--- src/rtl/bip_program_loader_pkg.sv ---
// Shared state encoding and command constants for the BIP program loader.
package bip_program_loader_pkg;

   typedef enum logic [2:0] {
      StIdle,
      StGetHi,
      StGetLo,
      StWrite,
      StRun
   } state_e;

   localparam logic [7:0]  CMD_LOAD  = 8'h4C;
   localparam logic [7:0]  CMD_RUN   = 8'h52;
   localparam logic [15:0] HALT_WORD = 16'h0000;

endpackage

--- src/rtl/bip_program_loader_if.sv ---
// Loader bus: UART rx/tx side, CPU control and program-memory write port.
// master = loader side, slave = surrounding system (UART, CPU, memory).
interface bip_program_loader_if #(
   parameter int unsigned NB_DATA   = 8,
   parameter int unsigned RAM_WIDTH = 16,
   parameter int unsigned NB_ADDR   = 11
);

   logic [NB_DATA-1:0]   i_rx_data;
   logic                 i_rx_done;
   logic                 i_halt;
   logic                 i_tx_done;
   logic                 o_pm_wr_en;
   logic [NB_ADDR-1:0]   o_pm_addr;
   logic [RAM_WIDTH-1:0] o_pm_data;
   logic                 o_cpu_run;
   logic                 o_busy;
   logic                 o_tx_start;
   logic [NB_DATA-1:0]   o_tx_data;

   modport master (
      input  i_rx_data, i_rx_done, i_halt, i_tx_done,
      output o_pm_wr_en, o_pm_addr, o_pm_data, o_cpu_run, o_busy, o_tx_start, o_tx_data
   );

   modport slave (
      output i_rx_data, i_rx_done, i_halt, i_tx_done,
      input  o_pm_wr_en, o_pm_addr, o_pm_data, o_cpu_run, o_busy, o_tx_start, o_tx_data
   );

endinterface

--- src/rtl/loader_echo_buf.sv ---
// One-deep echo holding register: a request is sent when the transmitter is idle,
// otherwise held; a newer request overwrites the held byte.
module loader_echo_buf #(
   parameter int unsigned NB_DATA = 8
) (
   input  logic               i_clk,
   input  logic               i_rst,
   input  logic               i_req,
   input  logic [NB_DATA-1:0] i_byte,
   input  logic               i_tx_done,
   output logic               o_tx_start,
   output logic [NB_DATA-1:0] o_tx_data
);

   logic               pend_q;
   logic [NB_DATA-1:0] byte_q;
   logic               start_q;
   logic [NB_DATA-1:0] data_q;
   logic               pend_d;
   logic [NB_DATA-1:0] byte_d;

   always_comb begin
      pend_d = pend_q | i_req;
      byte_d = i_req ? i_byte : byte_q;
   end

   always_ff @(posedge i_clk or negedge i_rst) begin
      if (!i_rst) begin
         pend_q  <= 1'b0;
         byte_q  <= '0;
         start_q <= 1'b0;
         data_q  <= '0;
      end else begin
         byte_q <= byte_d;
         if (pend_d && i_tx_done) begin
            start_q <= 1'b1;
            data_q  <= byte_d;
            pend_q  <= 1'b0;
         end else begin
            start_q <= 1'b0;
            pend_q  <= pend_d;
         end
      end
   end

   assign o_tx_start = start_q;
   assign o_tx_data  = data_q;

endmodule

--- src/rtl/bip_program_loader.sv ---
// UART-driven program loader: 'L' streams big-endian words into program memory,
// 'R' releases the CPU until HALT. Optional byte echo with LOADER_ECHO_EN.
module bip_program_loader
   import bip_program_loader_pkg::*;
#(
   parameter int unsigned NB_DATA   = 8,
   parameter int unsigned RAM_WIDTH = 16,
   parameter int unsigned NB_ADDR   = 11
) (
   input logic                 i_clk,
   input logic                 i_rst,
   bip_program_loader_if.master bus
);

   state_e               state_q;
   logic [NB_ADDR-1:0]   cnt_q;
   logic [NB_ADDR-1:0]   pm_addr_q;
   logic [RAM_WIDTH-1:0] pm_data_q;
   logic                 wr_en_q;
   logic                 cpu_run_q;
   logic                 busy_q;

   always_ff @(posedge i_clk or negedge i_rst) begin
      if (!i_rst) begin
         state_q   <= StIdle;
         cnt_q     <= '0;
         pm_addr_q <= '0;
         pm_data_q <= '0;
         wr_en_q   <= 1'b0;
         cpu_run_q <= 1'b0;
         busy_q    <= 1'b0;
      end else begin
         wr_en_q <= 1'b0;
         unique case (state_q)
            StIdle: begin
               if (bus.i_rx_done) begin
                  if (bus.i_rx_data == CMD_LOAD) begin
                     cnt_q   <= '0;
                     busy_q  <= 1'b1;
                     state_q <= StGetHi;
                  end else if (bus.i_rx_data == CMD_RUN) begin
                     cpu_run_q <= 1'b1;
                     state_q   <= StRun;
                  end
               end
            end
            StGetHi: begin
               if (bus.i_rx_done) begin
                  pm_data_q[RAM_WIDTH-1 -: NB_DATA] <= bus.i_rx_data;
                  state_q                          <= StGetLo;
               end
            end
            StGetLo: begin
               if (bus.i_rx_done) begin
                  pm_data_q[NB_DATA-1:0] <= bus.i_rx_data;
                  pm_addr_q              <= cnt_q;
                  wr_en_q                <= 1'b1;
                  state_q                <= StWrite;
               end
            end
            StWrite: begin
               cnt_q <= cnt_q + 1'b1;
               // Stop on HALT word or at the top address so the load never wraps.
               if (pm_data_q == HALT_WORD || cnt_q == {NB_ADDR{1'b1}}) begin
                  busy_q  <= 1'b0;
                  state_q <= StIdle;
               end else begin
                  state_q <= StGetHi;
               end
            end
            StRun: begin
               if (bus.i_halt) begin
                  cpu_run_q <= 1'b0;
                  state_q   <= StIdle;
               end
            end
            default: state_q <= StIdle;
         endcase
      end
   end

   assign bus.o_pm_wr_en = wr_en_q;
   assign bus.o_pm_addr  = pm_addr_q;
   assign bus.o_pm_data  = pm_data_q;
   assign bus.o_cpu_run  = cpu_run_q;
   assign bus.o_busy     = busy_q;

`ifdef LOADER_ECHO_EN
   logic echo_req;
   assign echo_req = bus.i_rx_done && (state_q == StGetHi || state_q == StGetLo);

   loader_echo_buf #(
      .NB_DATA(NB_DATA)
   ) u_echo_buf (
      .i_clk     (i_clk),
      .i_rst     (i_rst),
      .i_req     (echo_req),
      .i_byte    (bus.i_rx_data),
      .i_tx_done (bus.i_tx_done),
      .o_tx_start(bus.o_tx_start),
      .o_tx_data (bus.o_tx_data)
   );
`else
   logic unused_tx_done;
   assign unused_tx_done = bus.i_tx_done;
   assign bus.o_tx_start = 1'b0;
   assign bus.o_tx_data  = '0;
`endif

endmodule

--- src/flat_wrapper.sv ---
// flat-port wrapper written by rule: the top's interface ports become plain ports
module bip_program_loader_flat import bip_program_loader_pkg::*;
#(
   parameter int unsigned NB_DATA   = 8,
   parameter int unsigned RAM_WIDTH = 16,
   parameter int unsigned NB_ADDR   = 11
)
  (i_clk, i_rst, bus_i_rx_data, bus_i_rx_done, bus_i_halt, bus_i_tx_done, bus_o_pm_wr_en, bus_o_pm_addr, bus_o_pm_data, bus_o_cpu_run, bus_o_busy, bus_o_tx_start, bus_o_tx_data);
  bip_program_loader_if #(.NB_DATA(NB_DATA), .RAM_WIDTH(RAM_WIDTH), .NB_ADDR(NB_ADDR)) bus_i ();
  input logic i_clk;
  input logic i_rst;
  input wire logic [$bits(bus_i.i_rx_data)-1:0] bus_i_rx_data;
  input wire logic [$bits(bus_i.i_rx_done)-1:0] bus_i_rx_done;
  input wire logic [$bits(bus_i.i_halt)-1:0] bus_i_halt;
  input wire logic [$bits(bus_i.i_tx_done)-1:0] bus_i_tx_done;
  output wire logic [$bits(bus_i.o_pm_wr_en)-1:0] bus_o_pm_wr_en;
  output wire logic [$bits(bus_i.o_pm_addr)-1:0] bus_o_pm_addr;
  output wire logic [$bits(bus_i.o_pm_data)-1:0] bus_o_pm_data;
  output wire logic [$bits(bus_i.o_cpu_run)-1:0] bus_o_cpu_run;
  output wire logic [$bits(bus_i.o_busy)-1:0] bus_o_busy;
  output wire logic [$bits(bus_i.o_tx_start)-1:0] bus_o_tx_start;
  output wire logic [$bits(bus_i.o_tx_data)-1:0] bus_o_tx_data;
  assign bus_i.i_rx_data = bus_i_rx_data;
  assign bus_i.i_rx_done = bus_i_rx_done;
  assign bus_i.i_halt = bus_i_halt;
  assign bus_i.i_tx_done = bus_i_tx_done;
  assign bus_o_pm_wr_en = bus_i.o_pm_wr_en;
  assign bus_o_pm_addr = bus_i.o_pm_addr;
  assign bus_o_pm_data = bus_i.o_pm_data;
  assign bus_o_cpu_run = bus_i.o_cpu_run;
  assign bus_o_busy = bus_i.o_busy;
  assign bus_o_tx_start = bus_i.o_tx_start;
  assign bus_o_tx_data = bus_i.o_tx_data;
  bip_program_loader #(.NB_DATA(NB_DATA), .RAM_WIDTH(RAM_WIDTH), .NB_ADDR(NB_ADDR)) u_core (.i_clk(i_clk), .i_rst(i_rst), .bus(bus_i));
endmodule
--- config.mk ---
export PLATFORM = sky130hd
export DESIGN_NAME = bip_program_loader_flat
export DESIGN_NICKNAME = d
export VERILOG_FILES = /design/src/rtl/bip_program_loader_pkg.sv /design/src/rtl/bip_program_loader_if.sv /design/src/rtl/loader_echo_buf.sv /design/src/rtl/bip_program_loader.sv /design/src/flat_wrapper.sv
export SDC_FILE = /design/constraint.sdc
export NUM_CORES = 1
export LEC_CHECK = 0
export CAP_MARGIN = 5
export CORE_ASPECT_RATIO = 0.8
export CORE_MARGIN = 2
export CORE_UTILIZATION = 48
export DETAILED_ROUTE_END_ITERATION = 16
export GPL_TIMING_DRIVEN = 0
export PLACE_DENSITY = 0.78
export SLEW_MARGIN = 5
export SYNTH_ARGS = -nofsm -noshare
export SYNTH_HDL_FRONTEND = slang
export SYNTH_SLANG_ARGS = --single-unit
--- constraint.sdc ---
create_clock -name i_clk -period 1.9 [get_ports i_clk]
set_input_delay 0.19 -clock i_clk [delete_from_list [all_inputs] [get_ports i_clk]]
set_output_delay 0.19 -clock i_clk [all_outputs]
set_load 0.01 [all_outputs]
# Word level (Yosys, flattened, before mapping)
# Cells that the tools add are included.
dict set report word_totals {
  reg_bits 44
  in_bits 13
  word_cells 58
}
dict set report classes {
  add_sub_neg 1
  eq_ne 16
  mux 22
  n_reduce_logical 11
}
# op count
set ops {}
lappend ops {{$mux W11} 2}
lappend ops {{$pmux W11 S2} 1}
lappend ops {{$mux W3} 6}
lappend ops {{$eq A8 B7 Y1 const B} 2}
lappend ops {{$logic_not A16 Y1} 1}
lappend ops {{$pmux W3 S5} 1}
lappend ops {{$add A11 B1 Y11 const B} 1}
lappend ops {{$eq A11 B11 Y1 const B} 1}
lappend ops {{$mux W1} 10}
lappend ops {{$ne A2 B2 Y1 const B} 5}
lappend ops {{$reduce_and A5 Y1} 2}
lappend ops {{$eq A3 B2 Y1 const B} 2}
lappend ops {{$ne A2 B1 Y1 const B} 3}
lappend ops {{$pmux W1 S2} 2}
lappend ops {{$reduce_and A2 Y1} 2}
lappend ops {{$reduce_and A4 Y1} 1}
lappend ops {{$reduce_bool A2 Y1} 2}
lappend ops {{$eq A3 B1 Y1 const B} 1}
lappend ops {{$eq A3 B3 Y1 const B} 1}
lappend ops {{$logic_not A3 Y1} 1}
lappend ops {{$ne A3 B1 Y1 const B} 1}
lappend ops {{$reduce_and A3 Y1} 1}
lappend ops {{$logic_or A1 B1 Y1} 1}

# Longest topological paths before layout
dict set report logic_depth {
  depth_word 5
  depth_mapped 6
  mapped_depth_nobuf 5
}

# Least setup slack after synthesis
# No wires, ideal clock.
dict set report synth_timing {
  path_kind {register -> register}
  start {register u_core.state_q[2]}
  end {register u_core.pm_data_q[10], in the netlist u_core.bus.o_pm_data[10]}
  setup_time_ns 0.125
  arrival_ns 1.330
  required_time_ns 1.775
  slack_ns 0.446
  path_stages_with_launch 4
  n_path_buf 0
  synth_period_minus_slack_ns 1.454
  path_cell_list {dfrtp_1 -> nand2b_1 -> nor3b_4 -> mux2_2}
}
dict set report synth_between {
  elab_chain_len 2
}
# item line_no
set synth_rtl {}
lappend synth_rtl {{from (decl)} bip_program_loader.sv:15} ;# state_e state_q;
lappend synth_rtl {{from (signal assigned)} bip_program_loader.sv:25} ;# state_q <= StIdle;
lappend synth_rtl {{from (signal assigned)} bip_program_loader.sv:40} ;# state_q <= StGetHi;
lappend synth_rtl {{from (signal assigned)} bip_program_loader.sv:43} ;# state_q <= StRun;
lappend synth_rtl {{$eq A3 B1 Y1} bip_program_loader.sv:34} ;# unique case (state_q)
lappend synth_rtl {{$reduce_and A2 Y1 (no source line)} --}
lappend synth_rtl {{to (signal, indexed assignment)} bip_program_loader.sv:49} ;# pm_data_q[RAM_WIDTH-1 -: NB_DATA] <= bus.i_rx_data;
lappend synth_rtl {{to (signal, indexed assignment)} bip_program_loader.sv:55} ;# pm_data_q[NB_DATA-1:0] <= bus.i_rx_data;
lappend synth_rtl {{to (decl)} bip_program_loader.sv:18} ;# logic [RAM_WIDTH-1:0] pm_data_q;
# No other way between the ends.
# A chain may end at the register's enable or synchronous reset.

# Worst setup path in the final report
dict set report layout_timing {
  start {register u_core.state_q[2]}
  end {register u_core.pm_data_q[13], in the netlist u_core.bus.o_pm_data[13]}
}
# Same word-level chain as after synthesis.

==> metrics.txt <==
# TYPE chip_impl_metric gauge
chip_impl_metric{name="first_pass_iters",unit=""} 4
chip_impl_metric{name="power.static_leakage",unit="nW"} 1.179
chip_impl_metric{name="max-vdd-ir-drop",unit="mV"} 0.9356
chip_impl_metric{name="portBuffers",unit=""} 41
chip_impl_metric{name="ant_nets",unit=""} 0
chip_impl_metric{name="fin_setup_tns",unit="ns"} 0
chip_impl_metric{name="vias_per_cell",unit=""} 5.216
chip_impl_metric{name="placeableCoreArea",unit="sq um"} 4151
chip_impl_metric{name="wl",unit="um"} 4292
chip_impl_info{name="cts_tree",value="built"} 1
chip_impl_metric{name="cell_internal_pwr",unit="W"} 0.002611
chip_impl_metric{name="critPathRequiredTime",unit="ns"} 2.08
chip_impl_metric{name="worstSkewPairLatency",unit="ns"} 0.30
chip_impl_metric{name="grt_antenna_before_repair",unit=""} 0
chip_impl_metric{name="max_cap_violations",unit=""} 0
chip_impl_metric{name="antennaDiodeCount",unit=""} 0
chip_impl_metric{name="cp_slowest_stage_delay",unit="ns"} 0.47
chip_impl_metric{name="clock_pin_slew_of_the_registers_on_the_worst_case_setup_and_hold_paths",unit="ns"} 0.08
chip_impl_metric{name="final_layout_size_suffix_gt1_share",unit="%"} 26.09
chip_impl_metric{name="synth.yosys.seq_area_share",unit="%"} 53.56
chip_impl_metric{name="switching_part_of_the_total",unit="%"} 31.50
chip_impl_metric{name="synth_to_layout_area_growth",unit="%"} 31.71
chip_impl_metric{name="wl_met1",unit="um"} 2028
chip_impl_metric{name="cts_setup_buffers",unit=""} 0
chip_impl_info{name="worst_hold_path_type",value="primary input to async pin"} 1
chip_impl_metric{name="timing.final.crit_share",unit="%"} 87.37
chip_impl_metric{name="cts-htree-levels",unit=""} 2
chip_impl_metric{name="std_cell_rows",unit=""} 21
chip_impl_metric{name="die_h",unit="um"} 62.54
chip_impl_metric{name="seqCellArea",unit="sq um"} 1101
chip_impl_info{name="dr.max_layer_used",value="met4"} 1
chip_impl_metric{name="clockBufferDepth",unit=""} 2
chip_impl_metric{name="power_frac_seq",unit="%"} 42.2
chip_impl_metric{name="initialDrtViolationCount",unit=""} 79
chip_impl_metric{name="tritoncts_num_sinks",unit=""} 44
chip_impl_metric{name="netlist_instances",unit=""} 171
chip_impl_info{name="path_cells",value="nand2b_1 -> nor3b_4 -> mux2_2"} 1
chip_impl_metric{name="grt.total_usage",unit="%"} 18.48
chip_impl_metric{name="final_hold_violating_endpoints",unit=""} 0
chip_impl_info{name="timing_worst_setup_path_type",value="register to register"} 1
chip_impl_metric{name="die-area",unit="sq um"} 4826
chip_impl_metric{name="place_congestion",unit=""} 0.7859
chip_impl_metric{name="grt_first_pass_wirelength",unit="um"} 6927
chip_impl_metric{name="max_slew_violations",unit=""} 0
chip_impl_metric{name="hpwl",unit="um"} 3154
chip_impl_metric{name="synth.lib_cells_used.distinct",unit=""} 36
chip_impl_metric{name="share_comb_of_total_power",unit="%"} 38.8
chip_impl_metric{name="die_width",unit="um"} 77.17
chip_impl_metric{name="initial_core_util",unit="%"} 49.52
chip_impl_info{name="timing.critical_path.from_type",value="register"} 1
chip_impl_metric{name="clock_power_share",unit="%"} 19.1
chip_impl_metric{name="fmax",unit="GHz"} 0.6024
chip_impl_metric{name="synth.cell_area",unit="sq um"} 2056
chip_impl_metric{name="crit_fanout",unit=""} 8
chip_impl_metric{name="yosysWarningCount",unit=""} 0
chip_impl_info{name="crit_slowest_cell",value="dfrtp_1"} 1
chip_impl_metric{name="power_density",unit="nW/um^2"} 1408
chip_impl_metric{name="met3_length",unit="um"} 208
chip_impl_info{name="ys_top_cells_by_area",value="dfrtp_1 54%, mux2_2 15%, buf_4 3.7%"} 1
chip_impl_info{name="crit_path_end_kind",value="register"} 1
chip_impl_metric{name="finalSetupViolations",unit=""} 0
chip_impl_metric{name="p_total",unit="W"} 0.003812
chip_impl_info{name="outcome",value="complete, no violations"} 1
chip_impl_info{name="cts_root_buffer",value="clkbuf_8"} 1
chip_impl_metric{name="layout.filler_cells",unit=""} 335
chip_impl_metric{name="area_share_of_the_largest_cell_type_after_synthesis",unit="%"} 53.56
chip_impl_metric{name="drt-wirelength-per-cell",unit="um"} 14.95
chip_impl_metric{name="period_needed",unit="ns"} 1.660
chip_impl_metric{name="ys_ff_latch",unit=""} 44
chip_impl_metric{name="grt_overflow_total",unit=""} 0
chip_impl_metric{name="pin_count_of_the_biggest_net_entering_global_routing",unit=""} 30
chip_impl_metric{name="num-nets-final",unit=""} 243
chip_impl_info{name="rsz0062_at_grt",value="false"} 1
chip_impl_metric{name="wl_met2",unit="um"} 2004
chip_impl_metric{name="floorplan.io_pins",unit=""} 52
chip_impl_metric{name="numCtsBuffers",unit=""} 5
chip_impl_metric{name="drc",unit=""} 0
chip_impl_info{name="yosys.area.top_type",value="dfrtp_1"} 1
chip_impl_metric{name="finClkSkew",unit="ns"} 0.006736
chip_impl_metric{name="grt_pass1_vias",unit=""} 1379
chip_impl_metric{name="num_vias",unit=""} 1497
chip_impl_metric{name="multi_input_comb_area",unit="sq um"} 869.6
chip_impl_metric{name="total_switching_power",unit="W"} 0.001200
chip_impl_metric{name="worst-endpoint-arrival",unit="ns"} 1.84
chip_impl_metric{name="post_synth.cell_area_avg",unit="sq um"} 12.02
==> synth_stat cells (all sizes together) <==
library cell / n
nor2: 8
inv: 1
ha: 1
dfrtp: 44
and3: 5
nor4b: 2
conb: 1
and4: 1
xor2: 4
o21ai: 11
nor4: 4
nor3: 1
o21a: 1
nand3: 5
nand4: 5
a211o: 1
and3b: 1
nand2b: 1
nand2: 11
mux2: 28
buf: 16
or3: 2
and4bb: 2
a31oi: 1
a41oi: 1
nor3b: 1
o22ai: 1
a211oi: 1
a21oi: 5
nand3b: 2
a21o: 2
or2b: 1
==> routing by layer <==
| layer | global-route usage, % | vias to the layer above |
|---|---|---|
| li1 | - | 717 |
| met1 | 25.79 | 739 |
| met2 | 28.48 | 37 |
| met3 | 5.491 | 4 |
| met4 | 4.688 | 0 |
| met5 | 0 | - |
==> path summary, 6_finish.rpt <==
path                              startpoint                  endpoint  slack, ns  depth (start not counted)
max                        u_core.state_q[2]  u_core.bus.o_pm_data[13]       0.24                          3
min in group i_clk         u_core.bus.o_busy         u_core.bus.o_busy       0.50                          1
max reg2reg                u_core.state_q[2]  u_core.bus.o_pm_data[13]       0.24                          3
max in group asynchronous              i_rst   u_core.bus.o_pm_data[2]       1.08                          3
min                                    i_rst   u_core.bus.o_pm_addr[4]       0.35                          2
min reg2reg                u_core.bus.o_busy         u_core.bus.o_busy       0.50                          1
==> sequential cells by signal, indices dropped and copies added, names as in the netlist <==
register and count:
u_core.bus.o_pm_addr 11, u_core.bus.o_cpu_run 1, u_core.cnt_q 11, u_core.bus.o_pm_wr_en 1, u_core.bus.o_busy 1, u_core.bus.o_pm_data 16
u_core.state_q 3
==> repair_timing <==
action,4_1_cts,5_1_grt
endpoints found under the hold margin,15,0
hold buffers,1,0
resized for setup,0,0
endpoints found under the setup margin,0,0
==> stage by stage <==
| stage | utilization, % | hold WS [ns] | setup slack, ns | area (sq um) | instances |
|---|---|---|---|---|---|
| final | 65.22 | 0.3455 | 0.2399 | 2708 | 287 |
| after global routing | 65.22 | 0.3735 | 0.1487 | 2708 | 287 |
| after CTS | 65.22 | 0.3553 | 0.2309 | 2708 | 287 |
| after detailed placement | 62.21 | 0.1297 | -0.001090 | 2582 | 278 |
| after global placement | 61.84 | 0.4886 | -0.4837 | 2567 | 277 |
| after floorplan | - | -0.1056 | 0.4456 | 2086 | 179 |
==> power groups by stage <==
stage | clock network [W] | registers (W) | logic (W)
finish | 0.000727 | 0.00161 | 0.00148
global route | 0.000794 | 0.00166 | 0.00158
CTS | 0.000739 | 0.00160 | 0.00149
detailed placement | 0 | 0.00162 | 0.00149
global placement | 0 | 0.00161 | 0.00144
floorplan | 0 | 0.00170 | 0.000612
==> final cells by class <==
cell class / instances / share of cell area, %
Clock inverter: 3 / 1.710
Sequential cell: 44 / 40.67
Multi-Input combinational cell: 118 / 32.12
Tap cell: 57 / 2.634
Clock buffer: 5 / 2.542
Inverter: 1 / 0.1386
Timing Repair Buffer: 43 / 16.08
Buffer: 16 / 4.113
==> critical path, delay by kind of cell, from the launching register on <==
family / cells / cell delay, ns
flip-flops: 1 / 0.47
multiplexers: 1 / 0.40
AND/OR/NAND/NOR: 2 / 0.68
==> placed cells by master, fill, tap and decap left out, types with 4 or more instances in the layout <==
cell type,instances
a21oi_1,5
and3_1,5
buf_2,6
buf_4,10
clkbuf_8,5
clkdlybuf4s50_1,40
conb_1,9
dfrtp_1,44
mux2_2,28
nand2_1,11
nand3_1,4
nand4_1,5
nor2_1,8
nor4_1,4
o21ai_0,11
xor2_1,4
==> cell families after synthesis <==
logic type	count (synthesis)	share of synthesized area (%)
compound gates	24	6.817
xor+xnor	4	1.704
fa+ha+maj	1	0.6085
buf+inv	17	5.599
flops	44	53.56
mux	28	15.34
other cells	1	0.1824
simple gates	52	16.19
No activity file was read; power rests on OpenSTA's default activity.
